$ cat src/rtl/ws2812_frame_ctrl.sv
// Frame-boundary gate for the WS2812 reshaper: enables it only between clean latch gaps.
// Optional frame/error statistics are built when WS2812_FRAME_CTRL_STATS_EN is defined.
module ws2812_frame_ctrl #(
  parameter int LATCH_CYCLES   = 4000,
  parameter int CNT_WIDTH      = 13,
  parameter int BITS_PER_PIXEL = 24,
  parameter int PIX_WIDTH      = 12
) (
  input  logic                 i_clk,
  input  logic                 i_reset,
  input  logic                 i_signal,
  input  logic                 i_cfg_enable,
  input  logic [PIX_WIDTH-1:0] i_cfg_pixels,
  output logic                 o_reshaper_enable,
  output logic                 o_frame_active,
  output logic                 o_frame_done,
  output logic                 o_frame_error,
  output logic [PIX_WIDTH+4:0] o_bit_count,
  output logic [15:0]          o_frame_count,
  output logic [7:0]           o_error_count
);

  localparam int BC_WIDTH = PIX_WIDTH + 5;
  localparam logic [CNT_WIDTH-1:0] LATCH_MAX  = CNT_WIDTH'(LATCH_CYCLES);
  localparam logic [CNT_WIDTH-1:0] LATCH_LAST = CNT_WIDTH'(LATCH_CYCLES - 1);
  localparam logic [BC_WIDTH-1:0]  BPP        = BC_WIDTH'(BITS_PER_PIXEL);

  typedef enum logic [1:0] {
    ST_DISABLED = 2'd0,
    ST_SYNC     = 2'd1,
    ST_READY    = 2'd2,
    ST_ACTIVE   = 2'd3
  } state_t;

  state_t                state_reg, state_next;
  logic                  sig_d_reg;
  logic [CNT_WIDTH-1:0]  low_cnt_reg;
  logic [BC_WIDTH-1:0]   bit_count_reg, bit_count_next;
  logic [BC_WIDTH-1:0]   expected_reg, expected_next;
  logic                  done_reg, done_next;
  logic                  error_reg, error_next;
  logic                  low_clear;
  logic                  rise;
  logic                  latch_seen;

  assign rise       = i_signal & ~sig_d_reg;
  assign latch_seen = ~i_signal && (low_cnt_reg == LATCH_LAST);

  // Low-run counter: restarts on any high and on DISABLED->SYNC so sync always sees a full gap.
  always_ff @(posedge i_clk or posedge i_reset) begin
    if (i_reset) begin
      sig_d_reg   <= 1'b0;
      low_cnt_reg <= '0;
    end else begin
      sig_d_reg <= i_signal;
      if (low_clear || i_signal)
        low_cnt_reg <= '0;
      else if (low_cnt_reg != LATCH_MAX)
        low_cnt_reg <= low_cnt_reg + CNT_WIDTH'(1);
    end
  end

  always_ff @(posedge i_clk or posedge i_reset) begin
    if (i_reset) begin
      state_reg     <= ST_DISABLED;
      bit_count_reg <= '0;
      expected_reg  <= '0;
      done_reg      <= 1'b0;
      error_reg     <= 1'b0;
    end else begin
      state_reg     <= state_next;
      bit_count_reg <= bit_count_next;
      expected_reg  <= expected_next;
      done_reg      <= done_next;
      error_reg     <= error_next;
    end
  end

  always_comb begin
    state_next     = state_reg;
    bit_count_next = bit_count_reg;
    expected_next  = expected_reg;
    done_next      = 1'b0;
    error_next     = 1'b0;
    low_clear      = 1'b0;
    case (state_reg)
      ST_DISABLED: begin
        if (i_cfg_enable) begin
          state_next = ST_SYNC;
          low_clear  = 1'b1;
        end
      end
      ST_SYNC: begin
        if (!i_cfg_enable)
          state_next = ST_DISABLED;
        else if (latch_seen)
          state_next = ST_READY;
      end
      ST_READY: begin
        if (!i_cfg_enable) begin
          state_next = ST_DISABLED;
        end else if (rise) begin
          state_next     = ST_ACTIVE;
          bit_count_next = BC_WIDTH'(1);
          expected_next  = BC_WIDTH'(i_cfg_pixels) * BPP;
        end
      end
      ST_ACTIVE: begin
        // >= so that a zero-pixel frame overruns on its second edge
        if (rise) begin
          if (bit_count_reg >= expected_reg) begin
            error_next = 1'b1;
            state_next = ST_SYNC;
          end else begin
            bit_count_next = bit_count_reg + BC_WIDTH'(1);
          end
        end else if (latch_seen) begin
          state_next = i_cfg_enable ? ST_READY : ST_DISABLED;
          if (bit_count_reg == expected_reg)
            done_next = 1'b1;
          else
            error_next = 1'b1;
        end
      end
      default: state_next = ST_DISABLED;
    endcase
  end

  always_comb begin
    o_reshaper_enable = (state_reg == ST_READY) || (state_reg == ST_ACTIVE);
    o_frame_active    = (state_reg == ST_ACTIVE);
  end

  assign o_frame_done  = done_reg;
  assign o_frame_error = error_reg;
  assign o_bit_count   = bit_count_reg;

`ifdef WS2812_FRAME_CTRL_STATS_EN
  logic [15:0] frame_count_reg;
  logic [7:0]  error_count_reg;

  // Counters advance with the pulse so they read current while the pulse is visible.
  always_ff @(posedge i_clk or posedge i_reset) begin
    if (i_reset) begin
      frame_count_reg <= '0;
      error_count_reg <= '0;
    end else begin
      if (done_next)
        frame_count_reg <= frame_count_reg + 16'd1;
      if (error_next && (error_count_reg != 8'hFF))
        error_count_reg <= error_count_reg + 8'd1;
    end
  end

  assign o_frame_count = frame_count_reg;
  assign o_error_count = error_count_reg;
`else
  assign o_frame_count = 16'd0;
  assign o_error_count = 8'd0;
`endif

endmodule
$ cat config.mk
export PLATFORM = sky130hd
export DESIGN_NAME = ws2812_frame_ctrl
export DESIGN_NICKNAME = d
export VERILOG_FILES = /design/src/rtl/ws2812_frame_ctrl.sv
export SDC_FILE = /design/constraint.sdc
export NUM_CORES = 1
export LEC_CHECK = 0
export ABC_AREA = 1
export BUFFER_PORTS_ARGS = -buffer_cell sky130_fd_sc_hd__buf_2
export CAP_MARGIN = 20
export CORE_MARGIN = 2
export CORE_UTILIZATION = 35
export CTS_CLUSTER_SIZE = 30
export DETAILED_ROUTE_END_ITERATION = 12
export PLACE_DENSITY = 0.65
export RECOVER_POWER = 50
export SLEW_MARGIN = 15
export SYNTH_ARGS = -nofsm -noshare
export SYNTH_HDL_FRONTEND = slang
export SYNTH_SLANG_ARGS = --single-unit
$ cat constraint.sdc
create_clock -name i_clk -period 1.9 [get_ports i_clk]
set_input_delay 0.285 -clock i_clk [delete_from_list [all_inputs] [get_ports i_clk]]
set_output_delay 0.285 -clock i_clk [all_outputs]
set_load 0.1 [all_outputs]
==> results.toml <==
[status]
status = "finished, violations left"
violations = "setup timing"

[routing]
via_count = 3457
drt-wirelength-per-cell_um = 13.0
drtPass1Iterations = 6
vias_per_cell = 4.87
ant_nets = 0
drt_wl_total_um = 9220
drt_iter0_drc = 132
drc = 0

[worst_hold_path]
hold_path_class = "input pin to flip-flop"
worstHoldStart = "i_signal"

[yosys]
syn_area_per_cell_sq_um = 7.53
ys_ff_latch = 49
ys_seq_area_share_pct = 32.4
synthesis.area_sq_um = 3780
syn_inst = 502
ys_types = 37
synth_warnings = 0

[placement]
dpl.hpwl_um = 6830
placed_area_sq_um = 4310
port_buffers = 36
gp_congestion = 0.922

[timing]
slew_headroom_pct = 37.3
setup_viol = 2
rsz0062_at_grt = "true"
timing.final.ws_setup_ns = -0.00941
worst_pin_slew_ns = 0.940
max_freq_mhz = 524
drv_slew = 0
hold_viol = 0
skew_ns = 0.0133
fin_hold_ws_ns = 0.166
fin_crit_sh_pct = 100
finalCriticalPeriod_ns = 1.91

[die]
coreArea_sq_um = 10400
rows = 37
dieArea_sq_um = 11600
initial_utilization_pct = 36.3
fp.dieH_um = 108
die_w_um = 108
ios = 61

[clock_network]
numClockSinks = 49
cts_buffers = 5
cts_tree = "done"
cts_root_buf = "clkbuf_8"
htreeDepth = 2
clk_latency_ns = 0.30
clkSlewWorstSetupHoldPaths_ns = 0.10
cts_buffer_depth = 2

[critical_path]
reg2reg_slack_ns = -0.009
critPathArrivalTime_ns = 2.10
crit_buf_inv = 3
path_max_fanout = 5
reg2reg_from = "o_bit_count[15]"
required_ns = 2.09
cp.depth = 11
critPathSlowestCell = "dfrtp_4"
crit_top_cell = "buf_6"
r2r_cells = 11
crit_path_end = "state_reg[1]"
cp-end-kind = "flip-flop"
cp_cell_sequence = "ha_4 -> buf_6 -> nand4_1 -> nor2_1 -> nand3_2 -> nand4_4 -> buf_6 -> buf_6 -> nand3_2 -> nand2_1 -> nand2_1"
critPathKind = "flip-flop to flip-flop"
cp-start-kind = "flip-flop"
crit_family = "simple AND/OR/NAND/NOR gates"
cp_slowest_stage_delay_ns = 0.52
cp-startpoint = "o_bit_count[15]"
r2r_end = "state_reg[1]"

[final_layout]
areaGrowthSynthToFinish_pct = 26.0
design_area_sq_um = 4760
fin_nets = 621
register_area_sq_um = 1290
post-route-util_pct = 45.7
final_common_cell = "nand2_1"
drive_gt1_share_pct = 28.6
n_antenna_cell = 0
largest_reg_flops = 17
fill_cells = 1039
multi_input_area_sq_um = 2380
most-common-layout-cells = "91 x nand2_1, 65 x inv_1, 40 x nand3_1"

[global_route]
grt_pass1_vias = 3339
grt_overflow = 0
grtUsageTotal_pct = 16.0
grt_max_degree = 28
grt_pass1_wl_um = 15300
antenna_found_initial = 0

[power_and_ir_drop]
p_leak_nw = 2.28
ir_drop_mv = 0.569
power_density_nw_per_um2 = 951

[flow_run]
drv_cap = 0
where the power goes:
part	total, mW	internal, mW	switching (mW)
Clock	0.793	0.430	0.363
Combinational	2.35	0.790	1.56
Sequential	1.39	1.26	0.127
per-stage QoR:
stage	power, mW	TNS (ns)	setup WS [ns]	std cells
after global placement	3.30	0	0.0381	685
after detailed placement	3.35	0	0.00289	685
final	4.53	-0.0140	-0.00941	710
after global routing	4.83	-1.13	-0.0876	710
after floorplan	2.96	0	0.0133	525
after CTS	4.29	-0.00474	-0.00442	703
cells in the mapped netlist, drive strengths merged:
library cell  count  area share (%)
clkbuf            2            0.46
nor3             11             1.8
conb              1           0.099
buf              31             6.4
fa                1            0.53
a31oi             1            0.17
dfrtp            49              32
nor2             47             5.4
nand2           106              11
ha               31              10
o21ai            43             6.9
a21oi            23             3.1
a22oi             2            0.40
nor4              1            0.17
and3              1            0.17
nor3b             1            0.33
nand4            15             2.9
xor2             11             2.5
or2               3            0.56
a21o              1            0.20
xnor2             7             1.6
inv              69             6.9
nand3            45             6.1
cells by family (layout without fill, tap and decap cells):
family          count (synthesis)  in the layout  share of synthesized area, %
compound gates                 70             70                          10.8
buf+inv                       102            151                          13.7
simple gates                  230            230                          28.0
fa+ha+maj                      32             32                          10.8
other cells                     1             24                        0.0992
flops                          49             49                          32.4
xor+xnor                       18             18                          4.17
worst min-delay path by stage:
| stage | endpoint | slack (ns) | depth (start not counted) |
|---|---|---|---|
| after global placement | o_frame_done | 0.35 | 2 |
| final | sig_d_reg | 0.17 | 1 |
| after global routing | sig_d_reg | 0.17 | 1 |
| after CTS | o_bit_count[12] | 0.04 | 2 |
| after detailed placement | o_frame_error | 0.36 | 2 |
| after floorplan | sig_d_reg | 0.32 | 0 |
cell type report:
cell class              instances  share of cell area, %
multi-input cells             374                   50.1
well taps                     136                   3.57
flip-flops and latches         49                   27.0
clock inverters                 1                  0.631
repair buffers                 74                   11.4
clock buffers                   7                   1.81
inverters                      69                   5.49
repair_timing:
| item | CTS | global route |
|---|---|---|
| setup endpoints to repair | 18 | 20 |
| buffers inserted | 8 | 7 |
| hold buffers | 0 | 0 |
| pin swaps | 8 | 22 |
| resized for setup | 15 | 32 |
| hold endpoints to repair | 0 | 0 |
| cloned | 2 | 0 |
layer usage:
metal / track usage, % / vias to the layer above / routed length [um]
li1: - / 1732 / -
met3: 2.24 / 11 / 409
met4: 2.47 / 0 / 92
met5: 0 / - / 0
met1: 20.8 / 1630 / 4020
met2: 28.8 / 84 / 4690
Note: power is estimated with default switching activity, not from simulation.
